`src/rtl/serial_magnitude_compare.sv`:
```
// Multi-cycle unsigned magnitude comparator that reuses one 2-bit slice per cycle, starting at the MSB pair.
// Define SERIAL_CMP_EARLY_EXIT_EN to stop at the first differing pair; otherwise every pair is always evaluated.
module serial_magnitude_compare #(
  parameter int W = 8
) (
  input  logic         clk,
  input  logic         reset_i,
  input  logic         start_i,
  input  logic [W-1:0] a_i,
  input  logic [W-1:0] b_i,
  output logic         ready_o,
  output logic         done_tick_o,
  output logic         gt_o,
  output logic         eq_o,
  output logic         lt_o
);
  localparam int NP = W / 2;
  localparam int CW = $clog2(NP) + 1;

  typedef enum logic [1:0] {IDLE, CMP, DONE} state_t;

  state_t         state_q;
  logic [W-1:0]   sa_q, sb_q;
  logic [CW-1:0]  cnt_q;
  logic           gt_q, eq_q, lt_q;
  logic [1:0]     pa, pb;
  logic           pair_gt, pair_lt, last_pair;

  function automatic logic gt2(input logic [1:0] x, input logic [1:0] y);
    return (x[1] & ~y[1]) | (~(x[1] ^ y[1]) & x[0] & ~y[0]);
  endfunction

  assign pa        = sa_q[W-1 -: 2];
  assign pb        = sb_q[W-1 -: 2];
  assign pair_gt   = gt2(pa, pb);
  assign pair_lt   = gt2(pb, pa);
  assign last_pair = (cnt_q == CW'(1));

`ifndef SERIAL_CMP_EARLY_EXIT_EN
  // Sticky decision: the first differing pair wins, later pairs cannot override it.
  logic dgt_q, dlt_q, dgt_d, dlt_d;
  always_comb begin
    dgt_d = dgt_q | (pair_gt & ~dlt_q);
    dlt_d = dlt_q | (pair_lt & ~dgt_q);
  end
`endif

  always_ff @(posedge clk) begin
    if (reset_i) begin
      state_q <= IDLE;
      sa_q    <= '0;
      sb_q    <= '0;
      cnt_q   <= '0;
      gt_q    <= 1'b0;
      eq_q    <= 1'b0;
      lt_q    <= 1'b0;
`ifndef SERIAL_CMP_EARLY_EXIT_EN
      dgt_q   <= 1'b0;
      dlt_q   <= 1'b0;
`endif
    end else begin
      case (state_q)
        IDLE: begin
          if (start_i) begin
            sa_q    <= a_i;
            sb_q    <= b_i;
            cnt_q   <= CW'(NP);
            gt_q    <= 1'b0;
            eq_q    <= 1'b0;
            lt_q    <= 1'b0;
`ifndef SERIAL_CMP_EARLY_EXIT_EN
            dgt_q   <= 1'b0;
            dlt_q   <= 1'b0;
`endif
            state_q <= CMP;
          end
        end
        CMP: begin
`ifdef SERIAL_CMP_EARLY_EXIT_EN
          if (pair_gt) begin
            gt_q    <= 1'b1;
            state_q <= DONE;
          end else if (pair_lt) begin
            lt_q    <= 1'b1;
            state_q <= DONE;
          end else if (last_pair) begin
            eq_q    <= 1'b1;
            state_q <= DONE;
          end else begin
            sa_q  <= sa_q << 2;
            sb_q  <= sb_q << 2;
            cnt_q <= cnt_q - CW'(1);
          end
`else
          if (last_pair) begin
            gt_q    <= dgt_d;
            lt_q    <= dlt_d;
            eq_q    <= ~(dgt_d | dlt_d);
            state_q <= DONE;
          end else begin
            dgt_q <= dgt_d;
            dlt_q <= dlt_d;
            sa_q  <= sa_q << 2;
            sb_q  <= sb_q << 2;
            cnt_q <= cnt_q - CW'(1);
          end
`endif
        end
        DONE:    state_q <= IDLE;
        default: state_q <= IDLE;
      endcase
    end
  end

  assign ready_o     = (state_q == IDLE);
  assign done_tick_o = (state_q == DONE);
  assign gt_o        = gt_q;
  assign eq_o        = eq_q;
  assign lt_o        = lt_q;

endmodule

```
`config.mk`:
```
export PLATFORM = sky130hd
export DESIGN_NAME = serial_magnitude_compare
export DESIGN_NICKNAME = d
export VERILOG_FILES = /design/src/rtl/serial_magnitude_compare.sv
export SDC_FILE = /design/constraint.sdc
export NUM_CORES = 1
export LEC_CHECK = 0
export ABC_AREA = 1
export BUFFER_PORTS_ARGS = -buffer_cell sky130_fd_sc_hd__buf_2
export CAP_MARGIN = 15
export CORE_MARGIN = 10
export CORE_UTILIZATION = 47
export CTS_BUF_LIST = sky130_fd_sc_hd__clkbuf_8
export DETAILED_ROUTE_END_ITERATION = 10
export GPL_TIMING_DRIVEN = 0
export PLACE_DENSITY = 0.73
export SLEW_MARGIN = 20
export SYNTH_ARGS = -nofsm -noshare
export SYNTH_HDL_FRONTEND = slang
export SYNTH_SLANG_ARGS = --single-unit
```
`constraint.sdc`:
```
create_clock -name clk -period 2.4 [get_ports clk]
set_input_delay 0.12 -clock clk [delete_from_list [all_inputs] [get_ports clk]]
set_output_delay 0.12 -clock clk [all_outputs]
set_load 0.02 [all_outputs]
```
==> key figures, run 1 <==
Yosys
  – Mean Syn Cell Area: 7.54 um2
  – Number of synthesis warnings: 0
  – Cells after Synth: 155
  – Register area share after synthesis: 44.5%
  – Yosys top cell area share: 44.5%
  – Netlist cell types: 21
  – Area contributors post-synth: dfxtp_1 45%, nand2_1 13%, a31oi_1 7.0%, o21ai_0 6.0%, a21oi_1 4.3%
  – Post-synth top area cell: dfxtp_1
  – Cell Area, Synth: 1170 um2
  – Flops & latches, synth: 26
  – Net count after synthesis: 178

Finish
  – Layout fillers: 240
  – Number of nets in the layout: 205
  – Final instance area: 1390 um2
  – Final Non-Filler Cells: 211
  – Ant diodes: 0
  – Area Overhead vs Synth: 18.7%
  – Layout cells sized above 1: 22.1%

Power
  – Sw frac: 27.2%
  – PD cells: 781 nW/um2
  – Peak VDD IR: 0.444 mV
  – Clk pwr share: 32.7%
  – Logic pwr share: 20.6%
  – Flop pwr share: 46.6%
  – Pleak: 0.614 nW
  – Pint: 0.789 mW
  – Net Sw Power: 0.295 mW
  – Pwr Total: 1.08 mW

Clock network
  – TritonCTS clock tree: done
  – CTS root buf: clkbuf_8
  – Cts-stage hold buffer count: 0
  – CTS H-tree depth: 1
  – Clock latency on the worst-skew pair: 0.27 ns
  – CTS Buffer Depth: 2
  – Clock slew seen by the registers of the worst setup and hold paths: 0.09 ns
  – TritonCTS buffer count: 3
  – CTS sink cnt: 26
  – Setup Buffers After CTS: 0
  – Cts repair resizes: 0

Floorplan
  – Die W: 69.9 um
  – Core area: 2430 um2
  – Std-Cell Rows: 18
  – Die Y: 69.9 um
  – Initial core utilization: 48.0%
  – Die area: 4880 um2
  – Ports: 24

STA
  – Minimum clock period: 1.37 ns
  – Final Setup Violations: 0
  – Final hold vios: 0
  – Unrepaired setup endpoints after global routing: no
  – Hold Slack: 0.106 ns
  – Setup TNS: 0 ns
  – Max Slew Vio Count: 0
  – Worst Skew: 0.00641 ns
  – Maximum clock frequency: 730 MHz
  – Post-route clock period utilization: 57.1%
  – Max-slew headroom: 72.1%
  – Slew @ Worst Pin: 0.419 ns

Run status
  – Status: finished clean

Route
  – Wire per inst: 12.6 um
  – Vias per Instance: 5.18
  – WL final: 2.67 mm
  – DR iter-0 viols: 54
  – Vias: 1094
  – Residual DRC: 0
  – Post-DRT Antenna Nets: 0
  – TritonRoute pass-1 iters: 4

Critical path
  – Data arrival time of the critical path: 1.53 ns
  – Worst Path Buf+Inv: 2
  – Worst path most repeated cell: nor2_1
  – Crit path required time: 2.56 ns
  – Critical path's slowest cell: dfxtp_1
  – CP top delay family: simple AND/OR/NAND/NOR gates
  – Worst Path Max Fanout: 5
  – Crit path cell chain: inv_1 > ha_1 > nand2_1 > nor2_1 > inv_1 > nand2_1 > nor2_1 > nor2_1 > nor2_1
  – CP Class: reg2reg
  – Startpoint types: flip-flop
  – CP max stage delay: 0.32 ns
  – CP Capture Type: flip-flop

Global routing
  – Largest net degree at the start of global routing: 16
  – First-pass GRT wire length: 4.51 mm
  – Total global-route track usage: 10.6%
  – Final global-route overflow total: 0
  – Initial antenna violation count: 0
  – Via count of the first global-routing pass: 1052

Placement
  – Placed cell count: 207
  – I/O Buffers: 22
  – RePlAce Congestion: 0.786
  – Detailed Place HPWL: 2.02 mm
  – Post-DP Area: 1320 um2

Hold path
  – Hold WC Path Type: in2reg

Flow run
  – Max-Cap Viols: 0
[per-layer routing]
| metal | track usage [%] | vias to the layer above | routed length [um] |
|---|---|---|---|
| met5 | 0 | - | 0 |
| met3 | 2.68 | 2 | 109 |
| met2 | 17.7 | 25 | 1310 |
| li1 | - | 564 | - |
| met4 | 3.29 | 0 | 12 |
| met1 | 12.9 | 503 | 1240 |
[worst min-delay path, delay by kind of cell]
| kind | cells | cell delay [ns] |
|---|---|---|
| buffers and inverters | 1 | 0.09 |
| AND/OR/NAND/NOR | 1 | 0.05 |
| AO/OA/AOI/OAI | 1 | 0.07 |
[registers in the layout, summed over array words and instances, names as in the netlist]
name and count:
cnt_q 3, dgt_q 1, dlt_q 1, eq_o 1, gt_o 1, lt_o 1
sa_q 8, sb_q 8, state_q 2
[cell families after synthesis]
family	Yosys count	synth area share [%]
adder cells (fa/ha/maj)	4	4.28
flip-flops	26	44.5
AO/OA/AOI/OAI	41	19.2
AND/OR/NAND/NOR	62	22.6
buffers and inverters	22	9.42
[through the flow]
| step | setup WS [ns] | util [%] |
|---|---|---|
| 4_1_cts | 1.04 | 57.0 |
| 3_3_place_gp | 1.09 | 54.1 |
| 5_1_grt | 0.853 | 57.0 |
| 6_report | 1.03 | 57.0 |
| 3_5_place_dp | 1.07 | 54.1 |
| 2_1_floorplan | 1.15 | - |
[final timing paths]
kind	startpoint	endpoint	slack (ns)	depth (start not counted)
hold reg to reg	sa_q[1]	sa_q[1]	0.46	2
hold / removal	b_i[2]	sb_q[2]	0.11	3
setup reg to reg	cnt_q[1]	eq_o	1.03	9
setup / recovery	cnt_q[1]	eq_o	1.03	9
[cell usage in the layout (no fill, tap or decap), types with 3 or more instances in the layout]
cell      instances
dfxtp_1          26
buf_2            25
nand2_1          40
a31oi_1          13
inv_1            13
clkbuf_8          3
nand3_1           7
o21ai_0          14
nand2_2           3
nor2_1            8
ha_1              4
o21ai_1           3
a21oi_1          10
[cell usage after synthesis]
cell / instances
nand2_1: 40
a31oi_1: 13
inv_4: 2
o21ai_0: 14
nand2_2: 3
inv_1: 13
a21oi_1: 10
buf_4: 1
o21ai_1: 3
nand4_1: 1
buf_6: 2
nor2_1: 8
ha_1: 4
clkbuf_1: 1
or2_2: 1
dfxtp_1: 26
o21bai_1: 1
nand2_4: 1
nor2_2: 1
nand3_1: 7
buf_2: 3
[area by class of cell]
| cell class | instances | area, um2 | share of cell area, % |
|---|---|---|---|
| buffer | 7 | 48.8 | 3.52 |
| sequential | 26 | 520 | 37.5 |
| inverter | 15 | 61.3 | 4.42 |
| clock buffer | 3 | 41.3 | 2.98 |
| multi-input combinational | 107 | 538 | 38.8 |
| clock inverter | 1 | 30.0 | 2.16 |
| tap | 30 | 37.5 | 2.71 |
| timing repair buffer | 22 | 110 | 7.94 |
[power groups by stage]
stage	Sequential, mW	Combinational (mW)	Clock, mW
6_report	0.505	0.223	0.355
5_1_grt	0.511	0.253	0.381
2_1_floorplan	0.513	0.160	0
3_3_place_gp	0.512	0.213	0
4_1_cts	0.505	0.225	0.361
3_5_place_dp	0.515	0.223	0
Power figures use the tool's default switching activity.
==> run 2, diff against run 1 <==
Clock period 2.4 ns to 1.4 ns, I/O delays scaled along.
==> run 2 against run 1 <==
Net effect: first-iteration DRC count fell by 39%; design area rose by 3.4%; combinational power rose by 85%; largest cell class unchanged; count of clock-buffer cells in the layout did not move; wire length rose by 3.6%; critical endpoint is now sa_q[3]; utilization rose by 2.0 points.
==> key figures, run 2 (synthesis gave the netlist of run 1 again) <==
Clock network
  – TritonCTS buffer count: 3
  – CTS Buffer Depth: 2
  – Clock slew seen by the registers of the worst setup and hold paths: 0.09 ns
  – CTS H-tree depth: 1
  – CTS sink cnt: 26
  – CTS root buf: clkbuf_8
  – Cts-stage hold buffer count: 0
  – Clock latency on the worst-skew pair: 0.26 ns
  – TritonCTS clock tree: done

STA
  – Post-route clock period utilization: 94.4%
  – Final Setup Violations: 0
  – Maximum clock frequency: 757 MHz
  – Final hold vios: 0
  – Max-slew headroom: 82.7%
  – Minimum clock period: 1.32 ns
  – Hold Slack: 0.0583 ns
  – Unrepaired setup endpoints after global routing: yes
  – Max Slew Vio Count: 0
  – Worst Skew: 0.00221 ns
  – Slew @ Worst Pin: 0.259 ns

Critical path
  – Reg2reg end: sa_q[3]
  – Worst R2R Start: cnt_q[1]
  – Critical path's slowest cell: dfxtp_1
  – Crit path cell chain: inv_1 > ha_1 > nand2_2 > nand2_4 > nand2_2 > buf_6 > buf_6 > a31oi_1
  – Worst Path Max Fanout: 10
  – CP Capture Type: flip-flop
  – Data arrival time of the critical path: 1.47 ns
  – CP max stage delay: 0.33 ns
  – CP Class: reg2reg
  – Worst-case reg-to-reg path depth: 8
  – Startpoint types: flip-flop
  – Crit path required time: 1.55 ns
  – R2R Setup Slk: 0.08 ns

Placement
  – I/O Buffers: 22
  – Detailed Place HPWL: 2.02 mm
  – Post-DP Area: 1320 um2
  – RePlAce Congestion: 0.786

Global routing
  – Final global-route overflow total: 0
  – Initial antenna violation count: 0
  – Total global-route track usage: 10.6%
  – Via count of the first global-routing pass: 1052
  – Largest net degree at the start of global routing: 16
  – First-pass GRT wire length: 4.51 mm

Floorplan
  – Die Y: 69.9 um
  – Ports: 24
  – Std-Cell Rows: 18
  – Die W: 69.9 um
  – Core area: 2430 um2
  – Die area: 4880 um2
  – Initial core utilization: 48.0%

Route
  – Post-DRT Antenna Nets: 0
  – Vias per Instance: 5.22
  – TritonRoute pass-1 iters: 4
  – WL final: 2.77 mm
  – Vias: 1118
  – DR iter-0 viols: 33
  – Residual DRC: 0
  – Wire per inst: 12.9 um

Finish
  – Most common cell after layout, fill and taps aside: nand2_1
  – Ant diodes: 0
  – Final instance area: 1440 um2
  – Number of nets in the layout: 208
  – Most frequent cells in the layout: 39 x nand2_1, 25 x buf_2, 25 x dfxtp_1
  – Area Overhead vs Synth: 22.8%
  – Layout fillers: 233
  – Top flop regs: sa_q (8), sb_q (8), cnt_q (3)
  – Layout cells sized above 1: 26.6%

Hold path
  – Hold WC Path Type: in2reg
  – Hold Path Origin: b_i[2]
  – Worst Hold End: sb_q[2]
  – Hold Path Depth: 3

Flow run
  – Max-Cap Viols: 0

Power
  – PD cells: 1320 nW/um2
  – Peak VDD IR: 0.764 mV
  – Pwr Total: 1.89 mW
  – Pleak: 0.631 nW

Run status
  – Status: finished clean
[run 2: cell types whose count changed in the layout (fill, tap and decap cells not counted), sizes merged]
| cell | previous run | this run |
|---|---|---|
| buf | 28 | 31 |
[run 2: worst max path at each step]
| stage | start | end | slack (ns) | cells after the start |
|---|---|---|---|---|
| after floorplan | state_q[0] | cnt_q[0] | 0.15 | 7 |
| after global placement | cnt_q[1] | eq_o | 0.09 | 9 |
| after detailed placement | cnt_q[1] | eq_o | 0.07 | 9 |
| after CTS | cnt_q[1] | eq_o | 0.04 | 9 |
| after global routing | cnt_q[1] | eq_o | -0.04 | 9 |
| final | cnt_q[1] | sa_q[3] | 0.08 | 8 |
[run 2: routing by layer]
layer	track usage (%)	vias up	share of wire, %	wire (um)
met1	12.9	520	45	1240
met3	2.68	2	4.2	115
li1	-	573	-	-
met2	17.7	23	51	1400
met5	0	-	0	0
met4	3.29	0	0.43	12
[run 2: layout make-up]
type | count | area [um2] | share of cell area (%)
Inverter | 15 | 61.3 | 4.27
Clock inverter | 1 | 30.0 | 2.09
Clock buffer | 3 | 41.3 | 2.88
Buffer | 7 | 50.0 | 3.49
Multi-Input combinational cell | 107 | 561 | 39.1
Tap cell | 30 | 37.5 | 2.62
Sequential cell | 26 | 522 | 36.4
Timing Repair Buffer | 25 | 133 | 9.24
[run 2: metrics by stage]
| stage | setup slack (ns) | setup TNS [ns] | utilization (%) | instances |
|---|---|---|---|---|
| floorplan | 0.146 | 0 | - | 155 |
| global placement | 0.0927 | 0 | 54.1 | 207 |
| detailed placement | 0.0650 | 0 | 54.1 | 207 |
| CTS | 0.0359 | 0 | 57.0 | 211 |
| global route | -0.0373 | -0.0373 | 59.0 | 214 |
| finish | 0.0784 | 0 | 59.0 | 214 |
[run 2: timing repair]
| action | CTS | global route |
|---|---|---|
| endpoints found under the setup margin | 0 | 19 |
| resized for setup | 0 | 8 |
| buffers inserted | 0 | 3 |
[run 2: power breakdown]
part / internal, mW / leakage [nW] / switching (mW) / total (mW)
logic: 0.168 / 0.381 / 0.246 / 0.413
clock network: 0.382 / 0.0357 / 0.225 / 0.607
registers: 0.822 / 0.215 / 0.0481 / 0.870
[run 2: worst max-delay path: cells and delay by family, from the launching register on]
kind | cells | cell delay, ns
simple gates | 3 | 0.27
flops | 1 | 0.33
buf+inv | 3 | 0.34
fa+ha+maj | 1 | 0.18
compound gates | 1 | 0.08
==> run 3, diff against run 2 <==
Settings changed: SETUP_SLACK_MARGIN from default to 0.5.
==> run 3 against run 2 <==
Net effect: final cell count grew 4.2%; count of clock-buffer cells in the layout is the same; clock power grew 3%; critical path depth grew 1; critical endpoint is now cnt_q[0]; largest power group unchanged.
==> key figures, run 3 (synthesis gave the netlist of run 1 again) <==
Global routing
  – Met1 Track Usage GR: 14.1%
  – Total global-route track usage: 13.5%
  – GR peak layer: met2
  – Met2 Usage GRT: 24.0%
  – First-pass GRT wire length: 5.60 mm
  – Global Route met3 Usage: 4.10%
  – Final global-route overflow total: 0
  – Initial antenna violation count: 0
  – Via count of the first global-routing pass: 1247
  – Largest net degree at the start of global routing: 16

Critical path
  – CP max stage delay: 0.34 ns
  – Worst path most repeated cell: nand2_4
  – CP Capture Type: flip-flop
  – Data arrival time of the critical path: 1.47 ns
  – Startpoint types: flip-flop
  – Crit path cell chain: inv_2 > ha_4 > nand2_4 > nand2_4 > nand2_4 > buf_8 > inv_8 > o21ai_4 > a21oi_2
  – Critical path's slowest cell: dfxtp_2
  – CP Class: reg2reg
  – Crit path required time: 1.57 ns
  – Worst Path Max Fanout: 7

Finish
  – Sequential cell area: 528 um2
  – Most common cell after layout, fill and taps aside: nand2_1
  – Layout cells sized above 1: 48.2%
  – Top flop regs: sa_q (8), sb_q (8), cnt_q (3)
  – Ant diodes: 0
  – Number of nets in the layout: 217
  – Most frequent cells in the layout: 34 x nand2_1, 22 x buf_2, 20 x dfxtp_1
  – Multi-input gate area: 774 um2
  – Final instance area: 1770 um2
  – Layout fillers: 168
  – Area Overhead vs Synth: 51.7%

Power
  – Logic pwr share: 30.8%
  – Peak VDD IR: 0.921 mV
  – Pint: 1.51 mW
  – PD cells: 1240 nW/um2
  – Pleak: 0.731 nW
  – Sw frac: 31.3%
  – Flop pwr share: 40.7%
  – Net Sw Power: 0.689 mW
  – Pwr Total: 2.20 mW
  – Clk pwr share: 28.5%

Clock network
  – CTS H-tree depth: 1
  – Cts-stage hold buffer count: 0
  – CTS sink cnt: 26
  – TritonCTS buffer count: 3
  – CTS root buf: clkbuf_8
  – Clock latency on the worst-skew pair: 0.28 ns
  – CTS Buffer Depth: 2
  – Clock slew seen by the registers of the worst setup and hold paths: 0.09 ns
  – TritonCTS clock tree: done

STA
  – Setup TNS: 0 ns
  – Slew @ Worst Pin: 0.280 ns
  – Minimum clock period: 1.30 ns
  – Final hold vios: 0
  – Unrepaired setup endpoints after global routing: yes
  – Final Setup Violations: 0
  – Hold Slack: 0.0540 ns
  – Max Slew Vio Count: 0
  – Max-slew headroom: 81.4%
  – Maximum clock frequency: 766 MHz
  – Post-route clock period utilization: 93.2%
  – Worst Skew: 0.00420 ns

Hold path
  – Hold WC Path Type: in2reg

Floorplan
  – Die W: 69.9 um
  – Ports: 24
  – Die Y: 69.9 um
  – Std-Cell Rows: 18
  – Core area: 2430 um2
  – Die area: 4880 um2
  – Initial core utilization: 48.0%

Route
  – Residual DRC: 0
  – Post-DRT Antenna Nets: 0
  – TritonRoute pass-1 iters: 4
  – DR iter-0 viols: 60
  – Wire per inst: 16.8 um
  – Vias per Instance: 5.35
  – Vias: 1193
  – WL final: 3.75 mm

Placement
  – Post-DP Area: 1350 um2
  – I/O Buffers: 22
  – RePlAce Congestion: 0.772
  – Detailed Place HPWL: 2.15 mm

Run status
  – Status: finished clean

Flow run
  – Max-Cap Viols: 0
-- run 3: cell types whose count changed in the layout (fill, tap and decap cells not counted), sizes merged --
| cell | delta |
|---|---|
| buf | +9 |
-- run 3: power by group through the flow --
stage	Clock (mW)	Combinational, mW	Sequential (mW)
finish	0.627	0.678	0.894
global placement	0	0.382	0.886
floorplan	0	0.292	0.888
CTS	0.618	0.547	0.882
detailed placement	0	0.403	0.891
global route	0.656	0.727	0.903
-- run 3: path summary, 6_finish.rpt --
check	startpoint	endpoint	slack (ns)	cells after the start
hold reg to reg	sb_q[1]	sb_q[1]	0.48	2
hold / removal	b_i[6]	sb_q[6]	0.05	3
setup reg to reg	cnt_q[1]	cnt_q[0]	0.1	9
setup / recovery	cnt_q[1]	cnt_q[0]	0.1	9
-- run 3: area by class of cell --
cell class	instances	share of cell area (%)
Buffer	7	3.60
Clock buffer	3	2.33
Clock inverter	1	1.69
Inverter	15	3.74
Multi-Input combinational cell	107	43.7
Sequential cell	26	29.8
Tap cell	30	2.12
Timing Repair Buffer	34	13.1
-- run 3: per-stage QoR --
stage / setup slack [ns] / std cells / util (%)
floorplan: 0.243 / 155 / -
global placement: 0.153 / 207 / 55.5
detailed placement: 0.110 / 207 / 55.5
CTS: 0.156 / 222 / 66.9
global route: -0.00149 / 223 / 72.9
finish: 0.0954 / 223 / 72.9
-- run 3: layer usage --
metal  wire length, um  share of wire [%]
met1              1510                 40
met4                70                1.9
met3               139                3.7
met2              2030                 54
met5                 0                  0
-- run 3: timing repair --
action / in CTS / in global routing
cloned: 3 / 0
pin swaps: 3 / 3
setup endpoints to repair: 28 / 28
endpoints found under the hold margin: 0 / 0
resized for setup: 35 / 30
buffers inserted: 8 / 1
-- run 3: critical path, delay by kind of cell (launching register included) --
family | cells | cell delay [ns]
compound gates | 2 | 0.18
fa+ha+maj | 1 | 0.15
buf+inv | 3 | 0.26
flops | 1 | 0.34
simple gates | 3 | 0.26
